--- src/rtl/control_unit_pipe.sv ---
// control_unit_pipe: RV32I control decoder registered into the ID/EX boundary.
// Decodes the ID-stage instruction into a control bundle, handles stall/flush
// bubbles, flags illegal encodings and, when ENABLE_M=1, sequences multi-cycle
// mul/div ops by holding the pipeline for MUL_CYCLES/DIV_CYCLES cycles.
//
// Ports:
//   i_clk, i_rst                     clock, synchronous active-high reset
//   i_opcode, i_funct3, i_funct7     instruction fields from ID
//   i_valid, i_stall, i_flush        ID valid, hazard hold, branch/jump flush
//   o_valid .. o_imm_src             registered control bundle
//   o_illegal, o_md_op, o_md_div     registered encoding flags
//   o_md_busy, o_md_done             M sequencer status
//   o_stall_req                      upstream hold request (== o_md_busy)
module control_unit_pipe #(
  parameter bit          ENABLE_M   = 1'b1,
  parameter int unsigned MUL_CYCLES = 2,
  parameter int unsigned DIV_CYCLES = 32,
  parameter int unsigned CNT_W      = 6
) (
  input  logic       i_clk,
  input  logic       i_rst,
  input  logic [6:0] i_opcode,
  input  logic [2:0] i_funct3,
  input  logic [6:0] i_funct7,
  input  logic       i_valid,
  input  logic       i_stall,
  input  logic       i_flush,
  output logic       o_valid,
  output logic [1:0] o_result_src,
  output logic       o_mem_write,
  output logic       o_reg_write,
  output logic       o_jmp,
  output logic       o_branch,
  output logic [1:0] o_alu_op,
  output logic [1:0] o_alu_src_opa,
  output logic       o_alu_src_opb,
  output logic [2:0] o_imm_src,
  output logic       o_illegal,
  output logic       o_md_op,
  output logic       o_md_div,
  output logic       o_md_busy,
  output logic       o_md_done,
  output logic       o_stall_req
);

  localparam logic [6:0] OP_R     = 7'b0110011;
  localparam logic [6:0] OP_LW    = 7'b0000011;
  localparam logic [6:0] OP_ADDI  = 7'b0010011;
  localparam logic [6:0] OP_JALR  = 7'b1100111;
  localparam logic [6:0] OP_SW    = 7'b0100011;
  localparam logic [6:0] OP_JAL   = 7'b1101111;
  localparam logic [6:0] OP_BEQ   = 7'b1100011;
  localparam logic [6:0] OP_LUI   = 7'b0110111;
  localparam logic [6:0] OP_AUIPC = 7'b0010111;

  localparam logic [6:0] F7_BASE = 7'b0000000;
  localparam logic [6:0] F7_ALT  = 7'b0100000;
  localparam logic [6:0] F7_M    = 7'b0000001;

  localparam logic [CNT_W-1:0] MUL_LAST = CNT_W'(MUL_CYCLES - 1);
  localparam logic [CNT_W-1:0] DIV_LAST = CNT_W'(DIV_CYCLES - 1);

  typedef struct packed {
    logic       valid;
    logic [1:0] result_src;
    logic       mem_write;
    logic       reg_write;
    logic       jmp;
    logic       branch;
    logic [1:0] alu_op;
    logic [1:0] alu_src_opa;
    logic       alu_src_opb;
    logic [2:0] imm_src;
    logic       illegal;
    logic       md_op;
    logic       md_div;
  } bundle_t;

  typedef enum logic {IDLE, MD_RUN} state_e;

  bundle_t          dec;
  bundle_t          bundle_d, bundle_q;
  state_e           state_d, state_q;
  logic [CNT_W-1:0] cnt_d, cnt_q;
  logic             done_d, done_q;
  logic             is_m;

  // Low funct3 bits only matter to the ALU decoder downstream.
  logic unused_funct3;
  assign unused_funct3 = ^i_funct3[1:0];

  assign is_m = ENABLE_M && (i_funct7 == F7_M);

  // Instruction decode; illegal encodings keep only valid+illegal set.
  always_comb begin
    dec = '0;
    if (i_valid) begin
      dec.valid = 1'b1;
      case (i_opcode)
        OP_R: begin
          if (i_funct7 == F7_BASE || i_funct7 == F7_ALT || is_m) begin
            dec.reg_write = 1'b1;
            dec.alu_op    = 2'b10;
            dec.md_op     = is_m;
            dec.md_div    = is_m & i_funct3[2];
          end else begin
            dec.illegal = 1'b1;
          end
        end
        OP_LW: begin
          dec.result_src  = 2'b01;
          dec.reg_write   = 1'b1;
          dec.alu_src_opb = 1'b1;
        end
        OP_ADDI: begin
          dec.reg_write   = 1'b1;
          dec.alu_src_opb = 1'b1;
        end
        OP_JALR: begin
          dec.result_src  = 2'b10;
          dec.reg_write   = 1'b1;
          dec.jmp         = 1'b1;
          dec.alu_src_opb = 1'b1;
        end
        OP_SW: begin
          dec.result_src  = 2'b11;
          dec.mem_write   = 1'b1;
          dec.alu_src_opb = 1'b1;
          dec.imm_src     = 3'b001;
        end
        OP_JAL: begin
          dec.result_src = 2'b10;
          dec.reg_write  = 1'b1;
          dec.jmp        = 1'b1;
          dec.imm_src    = 3'b011;
        end
        OP_BEQ: begin
          dec.result_src = 2'b11;
          dec.branch     = 1'b1;
          dec.alu_op     = 2'b11;
          dec.imm_src    = 3'b010;
        end
        OP_LUI: begin
          dec.reg_write   = 1'b1;
          dec.alu_src_opb = 1'b1;
          dec.alu_src_opa = 2'b10;
          dec.imm_src     = 3'b100;
        end
        OP_AUIPC: begin
          dec.reg_write   = 1'b1;
          dec.alu_src_opb = 1'b1;
          dec.alu_src_opa = 2'b01;
          dec.imm_src     = 3'b100;
        end
        default: dec.illegal = 1'b1;
      endcase
    end
  end

  // Next state: flush > MD_RUN hold > stall hold > load.
  always_comb begin
    bundle_d = bundle_q;
    state_d  = state_q;
    cnt_d    = cnt_q;
    done_d   = 1'b0;
    if (i_flush) begin
      bundle_d = '0;
      state_d  = IDLE;
      cnt_d    = '0;
    end else if (state_q == MD_RUN && cnt_q != '0) begin
      cnt_d = cnt_q - CNT_W'(1);
    end else begin
      // Idle, or the last MD_RUN cycle: a new M op may start with no gap.
      state_d = IDLE;
      cnt_d   = '0;
      if (!i_stall) begin
        bundle_d = dec;
        if (dec.md_op) begin
          state_d = MD_RUN;
          cnt_d   = dec.md_div ? DIV_LAST : MUL_LAST;
        end
      end
    end
    // Done is registered: it marks the MD_RUN cycle whose counter is zero.
    done_d = (state_d == MD_RUN) && (cnt_d == '0);
  end

  always_ff @(posedge i_clk) begin
    if (i_rst) begin
      bundle_q <= '0;
      state_q  <= IDLE;
      cnt_q    <= '0;
      done_q   <= 1'b0;
    end else begin
      bundle_q <= bundle_d;
      state_q  <= state_d;
      cnt_q    <= cnt_d;
      done_q   <= done_d;
    end
  end

  assign o_valid       = bundle_q.valid;
  assign o_result_src  = bundle_q.result_src;
  assign o_mem_write   = bundle_q.mem_write;
  assign o_reg_write   = bundle_q.reg_write;
  assign o_jmp         = bundle_q.jmp;
  assign o_branch      = bundle_q.branch;
  assign o_alu_op      = bundle_q.alu_op;
  assign o_alu_src_opa = bundle_q.alu_src_opa;
  assign o_alu_src_opb = bundle_q.alu_src_opb;
  assign o_imm_src     = bundle_q.imm_src;
  assign o_illegal     = bundle_q.illegal;
  assign o_md_op       = bundle_q.md_op;
  assign o_md_div      = bundle_q.md_div;
  assign o_md_busy     = (state_q == MD_RUN);
  assign o_md_done     = done_q;
  assign o_stall_req   = (state_q == MD_RUN);

endmodule
--- config.mk ---
export PLATFORM = sky130hd
export DESIGN_NAME = control_unit_pipe
export DESIGN_NICKNAME = d
export VERILOG_FILES = /design/src/rtl/control_unit_pipe.sv
export SDC_FILE = /design/constraint.sdc
export NUM_CORES = 1
export LEC_CHECK = 0
export CAP_MARGIN = 20
export CORE_MARGIN = 10
export CORE_UTILIZATION = 40
export DETAILED_ROUTE_END_ITERATION = 8
export PLACE_DENSITY = 0.84
export SETUP_SLACK_MARGIN = 0.4
export SLEW_MARGIN = 10
export SYNTH_ARGS = -nofsm -noshare
export SYNTH_HDL_FRONTEND = slang
export SYNTH_SLANG_ARGS = --single-unit
--- constraint.sdc ---
create_clock -name i_clk -period 4.1 [get_ports i_clk]
set_input_delay 0.615 -clock i_clk [delete_from_list [all_inputs] [get_ports i_clk]]
set_output_delay 0.615 -clock i_clk [all_outputs]
set_load 0.01 [all_outputs]
==> run_summary.xml, run 1 <==
<?xml version="1.0" encoding="UTF-8"?>
<metrics>
  <group name="route">
    <metric name="detail_route.drc_violations" unit="">0</metric>
    <metric name="drt_wl_total" unit="mm">3.28</metric>
    <metric name="drt.antenna.violating_nets" unit="">0</metric>
    <metric name="drtIter0Drc" unit="">73</metric>
    <metric name="drt_pass_1_iters" unit="">4</metric>
    <metric name="vias" unit="">1191</metric>
    <metric name="via_per_inst" unit="">5.27</metric>
    <metric name="per_cell_routed_wire_length" unit="um">14.5</metric>
  </group>
  <group name="die">
    <metric name="die_x" unit="um">76.6</metric>
    <metric name="fp.dieH" unit="um">76.6</metric>
    <metric name="dieArea" unit="um^2">5870</metric>
    <metric name="rows" unit="">20</metric>
    <metric name="top_ports" unit="">43</metric>
    <metric name="total_core_area" unit="um^2">3050</metric>
    <metric name="start_util" unit="">0.420</metric>
  </group>
  <group name="clock_network">
    <metric name="hold_buffers" unit="">0</metric>
    <metric name="clock_path_buffers" unit="">2</metric>
    <metric name="cts.sinks" unit="">26</metric>
    <metric name="postCtsSetupBuffers" unit="">0</metric>
    <metric name="tritoncts" unit="">built</metric>
    <metric name="ctsHtreeMaxLevel" unit="">1</metric>
    <metric name="cts.reportedPaths.clkPinSlew" unit="ns">0.14</metric>
    <metric name="post_cts_resize_count" unit="">0</metric>
    <metric name="clkLatencyLatePin" unit="ns">0.32</metric>
    <metric name="numCtsBuffers" unit="">3</metric>
    <metric name="cts_root_buf" unit="">sky130_fd_sc_hd__clkbuf_4</metric>
  </group>
  <group name="power_and_ir_drop">
    <metric name="irDropWorstVdd" unit="mV">0.124</metric>
    <metric name="power.leakage" unit="uW">0.000593</metric>
    <metric name="power_per_cell_area" unit="nW/um^2">248</metric>
  </group>
  <group name="timing">
    <metric name="finalSetupViolCount" unit="">0</metric>
    <metric name="holdWs" unit="ns">0.461</metric>
    <metric name="maxClockFrequency" unit="GHz">0.459</metric>
    <metric name="worst_clock_skew" unit="ns">0.00143</metric>
    <metric name="drv_slew" unit="">0</metric>
    <metric name="layout_setup_ws" unit="ns">1.92</metric>
    <metric name="slew-limit-headroom" unit="">0.418</metric>
    <metric name="sum_of_negative_setup_slack" unit="ns">0</metric>
    <metric name="post-route-min-period" unit="ns">2.18</metric>
    <metric name="worst-slew-pin-transition" unit="ns">0.864</metric>
    <metric name="rsz0062_at_grt" unit="">no</metric>
    <metric name="timing.final.hold_violations" unit="">0</metric>
    <metric name="post-route-period-util" unit="">0.531</metric>
  </group>
  <group name="worst_setup_path">
    <metric name="startpoint_type" unit="">input port</metric>
    <metric name="worst-setup-path-type" unit="">in -&gt; reg</metric>
    <metric name="crit_path_end_kind" unit="">flop</metric>
    <metric name="crit_arrival" unit="ns">2.45</metric>
    <metric name="rrSetupSlack" unit="ns">2.07</metric>
    <metric name="cp.required" unit="ns">4.37</metric>
    <metric name="crit_path_max_fanout" unit="">6</metric>
  </group>
  <group name="layout">
    <metric name="multi_input_area" unit="um^2">713</metric>
    <metric name="layout.core_utilization" unit="">0.574</metric>
    <metric name="layout.filler_cells" unit="">301</metric>
    <metric name="areaGrowthSynthToFinish" unit="%">36.6</metric>
    <metric name="drive_above_1_share" unit="">0.0824</metric>
    <metric name="num_antenna_cells" unit="">0</metric>
    <metric name="sequential_cell_area" unit="um^2">520</metric>
    <metric name="finalNetCount" unit="">207</metric>
  </group>
  <group name="synth">
    <metric name="count_of_mapped_cells_out_of_synthesis" unit="">145</metric>
    <metric name="syn-num-nets" unit="">169</metric>
    <metric name="syn-mean-instance-area" unit="um^2">8.84</metric>
    <metric name="syn_area" unit="um^2">1280</metric>
    <metric name="yosysUniqueCellTypes" unit="">43</metric>
    <metric name="postSynthRegisterBits" unit="">26</metric>
    <metric name="seq_area_frac_synth" unit="">0.406</metric>
    <metric name="synth-warning-count" unit="">0</metric>
  </group>
  <group name="global_route">
    <metric name="grt_max_degree" unit="">20</metric>
    <metric name="first_pass_grt_wire_length" unit="mm">5.67</metric>
    <metric name="overflow_left_after_global_routing" unit="">0</metric>
    <metric name="track_usage" unit="">0.113</metric>
    <metric name="number_of_global_route_vias_before_repair" unit="">1177</metric>
    <metric name="antenna_violations_before_repair" unit="">0</metric>
  </group>
  <group name="placed_design">
    <metric name="pre_cts_ws" unit="ns">1.58</metric>
    <metric name="port-buffer-count" unit="">40</metric>
    <metric name="dpl.hpwl" unit="mm">2.62</metric>
    <metric name="gp_congestion" unit="">0.818</metric>
  </group>
  <group name="status">
    <metric name="outcome" unit="">finished clean</metric>
  </group>
  <group name="worst_hold_path">
    <metric name="path_category_of_the_worst_min_delay_check" unit="">reg -&gt; reg</metric>
  </group>
  <group name="job">
    <metric name="drv_cap" unit="">0</metric>
  </group>
</metrics>
[registers in the layout (all words and copies together), names as in the netlist]
name           flops
o_md_done          1
o_md_div           1
o_alu_op           2
o_result_src       2
o_md_op            1
o_alu_src_opa      2
o_md_busy          1
o_imm_src          3
o_mem_write        1
o_reg_write        1
o_valid            1
o_alu_src_opb      1
o_jmp              1
o_branch           1
o_illegal          1
cnt_q              6
[cells in the mapped netlist]
cell                        count  share of area
sky130_fd_sc_hd__nand3b_4       1          0.016
sky130_fd_sc_hd__nor2_1        10          0.029
sky130_fd_sc_hd__dfxtp_1       26           0.41
sky130_fd_sc_hd__mux2i_1        1         0.0078
sky130_fd_sc_hd__clkbuf_1       7          0.020
sky130_fd_sc_hd__nand3_1        4          0.016
sky130_fd_sc_hd__or4_1          1         0.0059
sky130_fd_sc_hd__and2_1         1         0.0049
sky130_fd_sc_hd__o21bai_1       1         0.0059
sky130_fd_sc_hd__nand4b_1       4          0.027
sky130_fd_sc_hd__or2_2          4          0.020
sky130_fd_sc_hd__nand2b_1       7          0.034
sky130_fd_sc_hd__buf_4          1         0.0059
sky130_fd_sc_hd__ha_1           2          0.020
sky130_fd_sc_hd__inv_1          3         0.0088
sky130_fd_sc_hd__o2bb2ai_1      3          0.020
sky130_fd_sc_hd__a31oi_1        1         0.0049
sky130_fd_sc_hd__or4_4          1         0.0088
sky130_fd_sc_hd__o211ai_1       1         0.0059
sky130_fd_sc_hd__a32o_1         1         0.0078
sky130_fd_sc_hd__and3_1         1         0.0049
sky130_fd_sc_hd__nor3_1         6          0.023
sky130_fd_sc_hd__a211oi_1       2          0.012
sky130_fd_sc_hd__nor4_4         1          0.017
sky130_fd_sc_hd__or3_1          1         0.0049
sky130_fd_sc_hd__nand4_1        2         0.0098
sky130_fd_sc_hd__nor2b_1        1         0.0049
sky130_fd_sc_hd__o21ai_0        1         0.0039
sky130_fd_sc_hd__o41ai_2        1          0.013
sky130_fd_sc_hd__nand4bb_1      2          0.018
sky130_fd_sc_hd__nand3b_1       2          0.012
sky130_fd_sc_hd__a311oi_1       1         0.0068
sky130_fd_sc_hd__nand2_1       14          0.041
sky130_fd_sc_hd__nor3b_1        1         0.0059
sky130_fd_sc_hd__or4b_4         1          0.011
sky130_fd_sc_hd__buf_1          1         0.0029
sky130_fd_sc_hd__or4bb_1        1         0.0088
sky130_fd_sc_hd__a22o_1         3          0.020
sky130_fd_sc_hd__a21oi_1       17          0.066
sky130_fd_sc_hd__xnor2_1        1         0.0068
sky130_fd_sc_hd__a22oi_1        1         0.0059
sky130_fd_sc_hd__or4b_1         1         0.0078
sky130_fd_sc_hd__xor2_1         3          0.020
[final cells by class]
class                           count  area share
Multi-Input combinational cell    107       0.407
Sequential cell                    26       0.297
Clock buffer                        4      0.0207
Inverter                            3     0.00643
Tap cell                           44      0.0314
Timing Repair Buffer               42       0.237
[per-layer routing]
| metal | global-route usage | part of all wire |
|---|---|---|
| met4 | 0.0390 | 0.013 |
| met1 | 0.132 | 0.44 |
| met5 | 0 | 0 |
| met2 | 0.179 | 0.46 |
| met3 | 0.0483 | 0.091 |
[power by group]
| part | total (uW) | internal, uW | switching [uW] |
|---|---|---|---|
| logic | 49.6 | 26.5 | 23.0 |
| registers | 254 | 253 | 0.403 |
| clock network | 131 | 54.4 | 76.4 |
| total | 434 | 334 | 99.8 |
[metrics by stage]
stage,std cells,total power (uW),instance area (um^2)
finish,226,434,1750
detailed placement,222,309,1720
global placement,222,307,1720
floorplan,145,281,1280
global route,226,450,1750
CTS,226,436,1750
[critical path, stage by stage]
cell	delay [ns]
sky130_fd_sc_hd__clkdlybuf4s50_1	0.55
sky130_fd_sc_hd__nand3b_4	0.13
sky130_fd_sc_hd__or4b_4	0.52
sky130_fd_sc_hd__or4b_1	0.49
sky130_fd_sc_hd__a21oi_1	0.14
[kinds of logic after synthesis]
logic type | share of synthesized area
AO/OA/AOI/OAI | 0.173
XOR/XNOR | 0.0273
adder cells (fa/ha/maj) | 0.0195
buffers and inverters | 0.0381
flip-flops | 0.406
multiplexers | 0.00781
AND/OR/NAND/NOR | 0.329
[cells in the final DEF (no fill, tap or decap), drive strengths merged, types with 4 or more instances in the layout]
master         count
clkbuf             4
a21oi             17
or2                4
nand2             14
nand3              4
nand4b             4
clkdlybuf4s50     40
nor3               6
dfxtp             26
nand2b             7
nor2              10
[final timing paths]
kind,endpoint,cells past startpoint,start
setup reg to reg,o_imm_src[1],7,cnt_q[0]
hold / removal,o_jmp,2,o_jmp
hold reg to reg,o_jmp,2,o_jmp
setup / recovery,o_mem_write,5,i_opcode[0]
No activity file was read; power rests on OpenSTA's default activity.
==> inputs of run 2 (changes only) <==
Clock period 4.1 ns to 2.1 ns, I/O delays scaled along.
==> run_summary.xml, run 2 (synthesis gave the netlist of run 1 again) <==
<?xml version="1.0" encoding="UTF-8"?>
<metrics>
  <group name="status">
    <metric name="outcome" unit="">finished clean</metric>
  </group>
  <group name="worst_setup_path">
    <metric name="startpoint_type" unit="">input port</metric>
    <metric name="crit_arrival" unit="ns">1.92</metric>
    <metric name="worst-setup-path-type" unit="">in -&gt; reg</metric>
    <metric name="cp.required" unit="ns">2.36</metric>
    <metric name="crit_path_max_fanout" unit="">2</metric>
    <metric name="rrSetupSlack" unit="ns">0.51</metric>
    <metric name="length_in_cells_of_the_worst_reg_to_reg_path" unit="">7</metric>
    <metric name="crit_path_end_kind" unit="">flop</metric>
    <metric name="rr_endpoint" unit="">o_illegal</metric>
    <metric name="r2r_start" unit="">cnt_q[1]</metric>
  </group>
  <group name="die">
    <metric name="rows" unit="">20</metric>
    <metric name="start_util" unit="">0.420</metric>
    <metric name="fp.dieH" unit="um">76.6</metric>
    <metric name="die_x" unit="um">76.6</metric>
    <metric name="total_core_area" unit="um^2">3050</metric>
    <metric name="dieArea" unit="um^2">5870</metric>
    <metric name="top_ports" unit="">43</metric>
  </group>
  <group name="worst_hold_path">
    <metric name="timing.hold.worst_endpoint" unit="">o_jmp</metric>
    <metric name="path_category_of_the_worst_min_delay_check" unit="">reg -&gt; reg</metric>
    <metric name="hold_path_startpoint" unit="">o_jmp</metric>
    <metric name="number_of_cells_traversed_by_the_worst_hold_path" unit="">2</metric>
  </group>
  <group name="clock_network">
    <metric name="clock_path_buffers" unit="">2</metric>
    <metric name="cts.reportedPaths.clkPinSlew" unit="ns">0.13</metric>
    <metric name="clkLatencyLatePin" unit="ns">0.32</metric>
    <metric name="cts.sinks" unit="">26</metric>
    <metric name="numCtsBuffers" unit="">3</metric>
    <metric name="tritoncts" unit="">built</metric>
    <metric name="cts_root_buf" unit="">sky130_fd_sc_hd__clkbuf_4</metric>
    <metric name="ctsHtreeMaxLevel" unit="">1</metric>
  </group>
  <group name="timing">
    <metric name="slew-limit-headroom" unit="">0.764</metric>
    <metric name="worst_clock_skew" unit="ns">0.00294</metric>
    <metric name="post-route-period-util" unit="">0.790</metric>
    <metric name="layout_setup_ws" unit="ns">0.442</metric>
    <metric name="timing.final.hold_violations" unit="">0</metric>
    <metric name="maxClockFrequency" unit="GHz">0.603</metric>
    <metric name="post-route-min-period" unit="ns">1.66</metric>
    <metric name="finalSetupViolCount" unit="">0</metric>
    <metric name="rsz0062_at_grt" unit="">yes</metric>
    <metric name="drv_slew" unit="">0</metric>
    <metric name="worst-slew-pin-transition" unit="ns">0.353</metric>
  </group>
  <group name="placed_design">
    <metric name="gp_congestion" unit="">0.828</metric>
    <metric name="dpl.hpwl" unit="mm">2.82</metric>
    <metric name="port-buffer-count" unit="">40</metric>
    <metric name="dpl-instance-area" unit="um^2">1810</metric>
    <metric name="pre_cts_ws" unit="ns">-0.0428</metric>
  </group>
  <group name="layout">
    <metric name="layout.core_utilization" unit="">0.638</metric>
    <metric name="drive_above_1_share" unit="">0.209</metric>
    <metric name="layout_commonest_cell" unit="">sky130_fd_sc_hd__clkdlybuf4s50_1</metric>
    <metric name="number_of_flip_flops_in_the_largest_register" unit="">6</metric>
    <metric name="areaGrowthSynthToFinish" unit="%">51.9</metric>
    <metric name="most-common-layout-cells" unit="">sky130_fd_sc_hd__clkdlybuf4s50_1 (36), sky130_fd_sc_hd__dfxtp_1 (24), sky130_fd_sc_hd__a21oi_1 (16), sky130_fd_sc_hd__buf_4 (15), sky130_fd_sc_hd__nand2_1 (14)</metric>
    <metric name="finalNetCount" unit="">221</metric>
    <metric name="final_instance_area" unit="um^2">1950</metric>
    <metric name="largest-register" unit="">cnt_q</metric>
    <metric name="num_antenna_cells" unit="">0</metric>
  </group>
  <group name="power_and_ir_drop">
    <metric name="cell_internal_pwr" unit="uW">665</metric>
    <metric name="power_per_cell_area" unit="nW/um^2">443</metric>
    <metric name="power_frac_seq" unit="">0.574</metric>
    <metric name="power.switching" unit="uW">199</metric>
    <metric name="irDropWorstVdd" unit="mV">0.241</metric>
    <metric name="finalPower" unit="uW">864</metric>
    <metric name="share_clk_of_total_power" unit="">0.291</metric>
    <metric name="switching_share" unit="">0.230</metric>
    <metric name="power.share.combinational" unit="">0.135</metric>
    <metric name="power.leakage" unit="uW">0.000694</metric>
  </group>
  <group name="global_route">
    <metric name="number_of_global_route_vias_before_repair" unit="">1340</metric>
    <metric name="track_usage" unit="">0.122</metric>
    <metric name="first_pass_grt_wire_length" unit="mm">6.04</metric>
    <metric name="antenna_violations_before_repair" unit="">0</metric>
    <metric name="overflow_left_after_global_routing" unit="">0</metric>
    <metric name="grt_max_degree" unit="">20</metric>
  </group>
  <group name="route">
    <metric name="via_per_inst" unit="">5.33</metric>
    <metric name="per_cell_routed_wire_length" unit="um">15.1</metric>
    <metric name="drt.antenna.violating_nets" unit="">0</metric>
    <metric name="vias" unit="">1278</metric>
    <metric name="detail_route.drc_violations" unit="">0</metric>
    <metric name="drt_pass_1_iters" unit="">4</metric>
    <metric name="drtIter0Drc" unit="">46</metric>
    <metric name="drt_wl_total" unit="mm">3.61</metric>
  </group>
  <group name="job">
    <metric name="drv_cap" unit="">0</metric>
  </group>
</metrics>
-- run 2: metal layers --
| metal | GRT usage | up-vias | part of all wire |
|---|---|---|---|
| met5 | 0 | - | 0 |
| met4 | 0.0446 | 0 | 0.013 |
| met3 | 0.0519 | 4 | 0.11 |
| met2 | 0.216 | 48 | 0.50 |
| met1 | 0.126 | 597 | 0.38 |
| li1 | - | 629 | - |
-- run 2: worst max-delay path by stage --
stage,startpoint,endpoint
2_1_floorplan,i_opcode[2],o_mem_write
3_3_place_gp,i_opcode[0],o_mem_write
3_5_place_dp,i_opcode[0],o_mem_write
4_1_cts,o_md_busy,o_stall_req
5_1_grt,cnt_q[1],o_alu_src_opa[1]
6_report,i_opcode[2],o_mem_write
-- run 2: layout make-up --
cell class | count | area [um^2]
fill | 269 | 1100
multi-input combinational | 107 | 800
sequential | 26 | 523
timing repair buffer | 56 | 523
tap | 44 | 55.1
clock buffer | 4 | 36.3
inverter | 3 | 11.3
-- run 2: what timing repair did --
action / 4_1_cts / 5_1_grt
setup endpoints to repair: 17 / 23
pin swaps: 3 / 1
resized for setup: 12 / 8
buffers inserted: 1 / 1
hold buffers: 0 / 0
-- run 2: metrics by stage --
step	std cells	hold WS [ns]	setup TNS, ns
after CTS	239	0.463	0
final	240	0.462	0
after floorplan	145	0.443	0
after global routing	240	0.503	0
after detailed placement	234	0.446	-0.0428
after global placement	234	0.439	0
-- run 2: worst max-delay path, cell delays in order --
cell and delay [ns]:
sky130_fd_sc_hd__clkdlybuf4s50_1 0.42, sky130_fd_sc_hd__or4b_4 0.55, sky130_fd_sc_hd__or4b_1 0.49, sky130_fd_sc_hd__a21oi_1 0.15
-- run 2: power groups by stage --
stage | Combinational [uW] | Clock, uW | Sequential (uW)
CTS | 109 | 258 | 496
global placement | 106 | 0 | 506
finish | 117 | 251 | 496
global route | 126 | 283 | 496
floorplan | 41.2 | 0 | 507
detailed placement | 109 | 0 | 506
==> inputs of run 3 (changes only) <==
Settings changed: PLACE_DENSITY 0.84 to 0.86.
Clock period 2.1 ns to 1.4 ns, I/O delays scaled along.
==> run_summary.xml, run 3 (synthesis gave the netlist of run 1 again) <==
<?xml version="1.0" encoding="UTF-8"?>
<metrics>
  <group name="route">
    <metric name="drt.antenna.violating_nets" unit="">0</metric>
    <metric name="detail_route.drc_violations" unit="">0</metric>
    <metric name="drt_wl_total" unit="mm">4.17</metric>
    <metric name="vias" unit="">1420</metric>
    <metric name="via_per_inst" unit="">5.20</metric>
    <metric name="drt_pass_1_iters" unit="">4</metric>
    <metric name="drtIter0Drc" unit="">57</metric>
    <metric name="per_cell_routed_wire_length" unit="um">15.3</metric>
  </group>
  <group name="power_and_ir_drop">
    <metric name="power.leakage" unit="uW">0.000971</metric>
    <metric name="irDropWorstVdd" unit="mV">0.408</metric>
    <metric name="power_per_cell_area" unit="nW/um^2">569</metric>
  </group>
  <group name="status">
    <metric name="outcome" unit="">finished with violations</metric>
    <metric name="failed_checks" unit="">negative setup slack</metric>
  </group>
  <group name="layout">
    <metric name="most-common-layout-cells" unit="">sky130_fd_sc_hd__buf_4 (36), sky130_fd_sc_hd__buf_6 (34), sky130_fd_sc_hd__dfxtp_2 (23), sky130_fd_sc_hd__nand2_1 (14), sky130_fd_sc_hd__a21oi_1 (14)</metric>
    <metric name="number_of_flip_flops_in_the_largest_register" unit="">6</metric>
    <metric name="drive_above_1_share" unit="">0.581</metric>
    <metric name="num_antenna_cells" unit="">0</metric>
    <metric name="layout.core_utilization" unit="">0.773</metric>
    <metric name="final_instance_area" unit="um^2">2360</metric>
    <metric name="areaGrowthSynthToFinish" unit="%">84.1</metric>
    <metric name="largest-register" unit="">cnt_q</metric>
    <metric name="layout_commonest_cell" unit="">sky130_fd_sc_hd__buf_4</metric>
    <metric name="finalNetCount" unit="">254</metric>
  </group>
  <group name="worst_setup_path">
    <metric name="crit_arrival" unit="ns">1.85</metric>
    <metric name="worst-setup-path-type" unit="">reg -&gt; reg</metric>
    <metric name="critical_path.n_buffers_inverters" unit="">1</metric>
    <metric name="crit_path_max_fanout" unit="">6</metric>
    <metric name="timing.critical_path.slowest_cell_delay" unit="ns">0.53</metric>
    <metric name="cp.required" unit="ns">1.68</metric>
    <metric name="worst_path_max_delay_cell" unit="">sky130_fd_sc_hd__or4_4</metric>
    <metric name="crit_path_end_kind" unit="">flop</metric>
    <metric name="crit_chain" unit="">nor3_4 &gt; a31oi_2 &gt; buf_6 &gt; or4_4 &gt; a21oi_4</metric>
    <metric name="timing.critical_path.max_delay_family" unit="">simple AND/OR/NAND/NOR gates</metric>
    <metric name="startpoint_type" unit="">flop</metric>
  </group>
  <group name="die">
    <metric name="top_ports" unit="">43</metric>
    <metric name="die_x" unit="um">76.6</metric>
    <metric name="total_core_area" unit="um^2">3050</metric>
    <metric name="fp.dieH" unit="um">76.6</metric>
    <metric name="start_util" unit="">0.420</metric>
    <metric name="rows" unit="">20</metric>
    <metric name="dieArea" unit="um^2">5870</metric>
  </group>
  <group name="timing">
    <metric name="drv_slew" unit="">0</metric>
    <metric name="finalSetupViolCount" unit="">20</metric>
    <metric name="rsz0062_at_grt" unit="">yes</metric>
    <metric name="sum_of_negative_setup_slack" unit="ns">-1.52</metric>
    <metric name="holdWs" unit="ns">0.401</metric>
    <metric name="worst-slew-pin-transition" unit="ns">0.393</metric>
    <metric name="timing.final.hold_violations" unit="">0</metric>
    <metric name="post-route-min-period" unit="ns">1.58</metric>
    <metric name="layout_setup_ws" unit="ns">-0.176</metric>
    <metric name="worst_clock_skew" unit="ns">0.00440</metric>
    <metric name="post-route-period-util" unit="">1.13</metric>
    <metric name="maxClockFrequency" unit="GHz">0.634</metric>
    <metric name="slew-limit-headroom" unit="">0.738</metric>
  </group>
  <group name="placed_design">
    <metric name="gp_congestion" unit="">0.850</metric>
    <metric name="dpl-instance-area" unit="um^2">2020</metric>
    <metric name="dpl.hpwl" unit="mm">3.06</metric>
    <metric name="port-buffer-count" unit="">40</metric>
    <metric name="pre_cts_ws" unit="ns">-0.618</metric>
  </group>
  <group name="global_route">
    <metric name="first_pass_grt_wire_length" unit="mm">6.71</metric>
    <metric name="overflow_left_after_global_routing" unit="">0</metric>
    <metric name="track_usage" unit="">0.135</metric>
    <metric name="number_of_global_route_vias_before_repair" unit="">1504</metric>
    <metric name="grt_max_degree" unit="">20</metric>
    <metric name="antenna_violations_before_repair" unit="">0</metric>
  </group>
  <group name="clock_network">
    <metric name="numCtsBuffers" unit="">3</metric>
    <metric name="tritoncts" unit="">built</metric>
    <metric name="ctsHtreeMaxLevel" unit="">1</metric>
    <metric name="cts_root_buf" unit="">sky130_fd_sc_hd__clkbuf_4</metric>
    <metric name="clock_path_buffers" unit="">2</metric>
    <metric name="cts.reportedPaths.clkPinSlew" unit="ns">0.14</metric>
    <metric name="clkLatencyLatePin" unit="ns">0.33</metric>
    <metric name="cts.sinks" unit="">26</metric>
  </group>
  <group name="worst_hold_path">
    <metric name="path_category_of_the_worst_min_delay_check" unit="">in -&gt; reg</metric>
  </group>
  <group name="job">
    <metric name="drv_cap" unit="">0</metric>
  </group>
</metrics>
-- run 3: power by group --
part | total, uW | internal, uW | switching, uW
Sequential | 743 | 742 | 1.62
Combinational | 210 | 117 | 93.0
Clock | 391 | 160 | 231
Total | 1340 | 1020 | 326
-- run 3: timing repair --
item                                    CTS  global route
buffers inserted                         11             2
cloned                                    0             0
pin swaps                                25             8
hold buffers                              0             0
gates resized for setup                 167            12
endpoints found under the setup margin   47            47
-- run 3: metrics by stage --
stage	power, uW	instances
6_report	1340	273
5_1_grt	1380	273
4_1_cts	1330	271
3_5_place_dp	940	256
3_3_place_gp	936	256
2_1_floorplan	827	145
-- run 3: tightest hold or removal path: stages --
cell	delay, ns
sky130_fd_sc_hd__buf_6	0.06
sky130_fd_sc_hd__or4_4	0.13
sky130_fd_sc_hd__nor4_4	0.05
sky130_fd_sc_hd__buf_4	0.14
sky130_fd_sc_hd__nand2_1	0.06
sky130_fd_sc_hd__a21oi_1	0.06
-- run 3: final timing paths --
path	startpoint	to	slack, ns	cells past startpoint
min reg2reg	o_alu_src_opa[1]	o_alu_src_opa[1]	0.47	2
min	i_funct7[1]	o_md_busy	0.40	6
max reg2reg	cnt_q[4]	o_alu_src_opa[0]	-0.18	5
max	cnt_q[4]	o_alu_src_opa[0]	-0.18	5
-- run 3: area by class of cell --
type	instances	area, um^2
well taps	44	55.1
repair buffers	89	820
fillers	209	692
multi-input cells	107	890
clock buffers	4	36.3
inverters	3	11.3
flip-flops and latches	26	549
-- run 3: layer usage --
metal | GRT usage | wire, um | share of wire
met1 | 0.133 | 1620 | 0.39
met2 | 0.263 | 2240 | 0.54
met3 | 0.0212 | 197 | 0.047
met4 | 0.0669 | 108 | 0.026
met5 | 0 | 0 | 0
==> RTL change, RTL diff (flow settings as in run 2) <==
`CNT_W`: 6 -> 4.
--- a/src/rtl/control_unit_pipe.sv
+++ b/src/rtl/control_unit_pipe.sv
@@ -15,7 +15,7 @@
   parameter bit          ENABLE_M   = 1'b1,
   parameter int unsigned MUL_CYCLES = 2,
   parameter int unsigned DIV_CYCLES = 32,
-  parameter int unsigned CNT_W      = 6
+  parameter int unsigned CNT_W      = 4
 ) (
   input  logic       i_clk,
   input  logic       i_rst,
Check against the original RTL: same outputs for any inputs over 10 cycles, from zero or initial values and one cycle with i_rst high; that may be too few to reach the edited logic, so the function may still have changed.
==> RTL change against run 2 <==
- utilization up 3.3 points
- total power rose by 5.3%
- synthesized area is 8.4% lower
- via count fell by 1.6%
- worst hold slack better by 0.0028 ns
- wire length grew 1.8%
- worst setup slack got worse by 0.13 ns
- register-to-register slack worse by 0.20 ns
- final area is 4.2% lower
- clock skew grew 0.0018 ns
- sequential cell count down 2
==> RTL change: results (changes against run 2) <==
metric;value;unit;change
placed cell areas;1660;sq um;-8.3%
Finished Core Util;0.671;;+0.0326
worst vdd ir;457;uV;+89%
fill count;232;;-14%
ys flop type;dfxtp_1;;
worst-skew pair later-pin latency;0.32;ns;about the same
worst reg-to-reg path cell count;7;;unchanged
top cells by count, synth;dfxtp_1, a21oi_1, nand2_1, nand3_1, inv_1;;
CP max stage cell;or3b_4;;
Reg clk slew, reported paths;0.14;ns;
gp weighted congestion;0.895;;+8.1%
peak per-stage delay on the critical path;0.40;ns;-0.15 ns
Max clock buf depth;2;;unchanged
worst clock skew;0.00475;ns;+0.00181 ns
CTS Buf Count;3;;unchanged
Hold Fails Final Rpt;0;;unchanged
Port Buf Inserts;40;;unchanged
GRT Util Overall;0.133;;+0.0103
YS warnings;0;;unchanged
crit path max fanout;7;;+5
number of antenna violations at the first check in global routing;0;;unchanged
layout cells sized above 1;0.237;;+0.0279
pin count of the biggest net entering global routing;24;;+20%
Total Wirelength;3.68;mm;+1.8%
diode count;0;;unchanged
max FFs per register;4;;-2
sequential fraction of the synthesis area;0.409;;+0.00309
CTS HTree Levels;1;;unchanged
first-pass GRT wire length;5.97;mm;-1.1%
initial detailed-routing violation count;67;;+46%
status;complete, no violations;;
flop-to-flop setup slack;0.31;ns;-0.20 ns
Synth cell types;37;;-14%
Worst Tran Pin Value;0.454;ns;+0.100 ns
CP top delay family;simple AND/OR/NAND/NOR gates;;
Synth Net Count;165;;-2.4%
vias per inst;5.59;;+4.9%
TritonRoute pass-1 iters;5;;+1
vias in the first global route;1299;;-3.1%
HP Class;in2reg;;
Top reg by flops;cnt_q;;
Pleak;0.000627;uW;-9.7%
Root Driver;clkbuf_4;;
largest cells by area after synthesis;dfxtp_1, a21oi_1, nand2_1;;
Final nets;219;;-0.90%
Post-DP HPWL;2.61;mm;-7.5%
CP arrival;2.05;ns;+0.13 ns
fraction of registers with async set/reset;0;;unchanged
Hold Crit Depth;3;;+1
RTL change: changes by cell type after synthesis, sizes merged, moves of 4 or more:
cell | run 2 | this run
a21oi | 17 | 21
nand2 | 14 | 20
nand2b | 7 | 1
nand3 | 4 | 14
nor2 | 10 | 5
RTL change: routing by layer:
metal,vias up,wire length (microns),global-route usage,part of all wire
met5,-,0,0,0
met4,0,37,0.0373,0.010
met3,5,304,0.0465,0.083
met2,46,1910,0.239,0.52
met1,590,1430,0.143,0.39
li1,616,-,-,-
RTL change: logic make-up after synthesis:
logic type	after synthesis	share of synthesized area
and+or+nand+nor	63	0.321
AOI/OAI and AO/OA	36	0.183
DFF	24	0.409
buffers and inverters	14	0.0511
xor gates and xnor gates	2	0.0149
adders and majority gates	2	0.0213
RTL change: final timing paths:
kind / from / end
worst max register to register: cnt_q[0] / o_imm_src[0]
worst min register to register: o_md_div / o_md_div
worst min-delay path: i_opcode[5] / o_alu_src_opa[0]
worst max-delay path: cnt_q[0] / o_imm_src[0]
RTL change: area by class of cell:
| cell class | instances | share of cell area |
|---|---|---|
| clock inverters | 1 | 0.0161 |
| inverters | 6 | 0.0134 |
| multi-input cells | 103 | 0.394 |
| well taps | 31 | 0.0208 |
| flip-flops and latches | 24 | 0.262 |
| clock buffers | 3 | 0.0121 |
| repair buffers | 57 | 0.281 |
RTL change: timing repair:
item,CTS,global route
pin swaps,13,7
setup buffers,4,3
endpoints found under the hold margin,0,0
gates resized for setup,30,4
endpoints found under the setup margin,24,22
RTL change: worst reg2reg max path, delay by kind of cell, from the launching register on:
kind	cells	cell delay [ns]
compound gates	2	0.48
fa+ha+maj	1	0.12
flops	1	0.38
buf+inv	2	0.23
simple gates	2	0.51
RTL change: power breakdown:
part | switching [uW] | leakage [uW] | total (uW) | internal (uW)
clock | 144 | 0.0000279 | 337 | 193
combinational | 58.7 | 0.000403 | 117 | 58.4
sequential | 0.874 | 0.000196 | 455 | 454
total | 204 | 0.000627 | 909 | 706
RTL change: per-stage QoR:
| stage | TNS (ns) | setup WS [ns] | hold slack (ns) | std cells |
|---|---|---|---|---|
| floorplan | 0 | 0.402 | 0.418 | 141 |
| global placement | -0.0169 | -0.00899 | 0.443 | 214 |
| detailed placement | -0.0455 | -0.0193 | 0.445 | 214 |
| CTS | 0 | 0.367 | 0.460 | 222 |
| global route | 0 | 0.269 | 0.494 | 225 |
| finish | 0 | 0.308 | 0.465 | 225 |
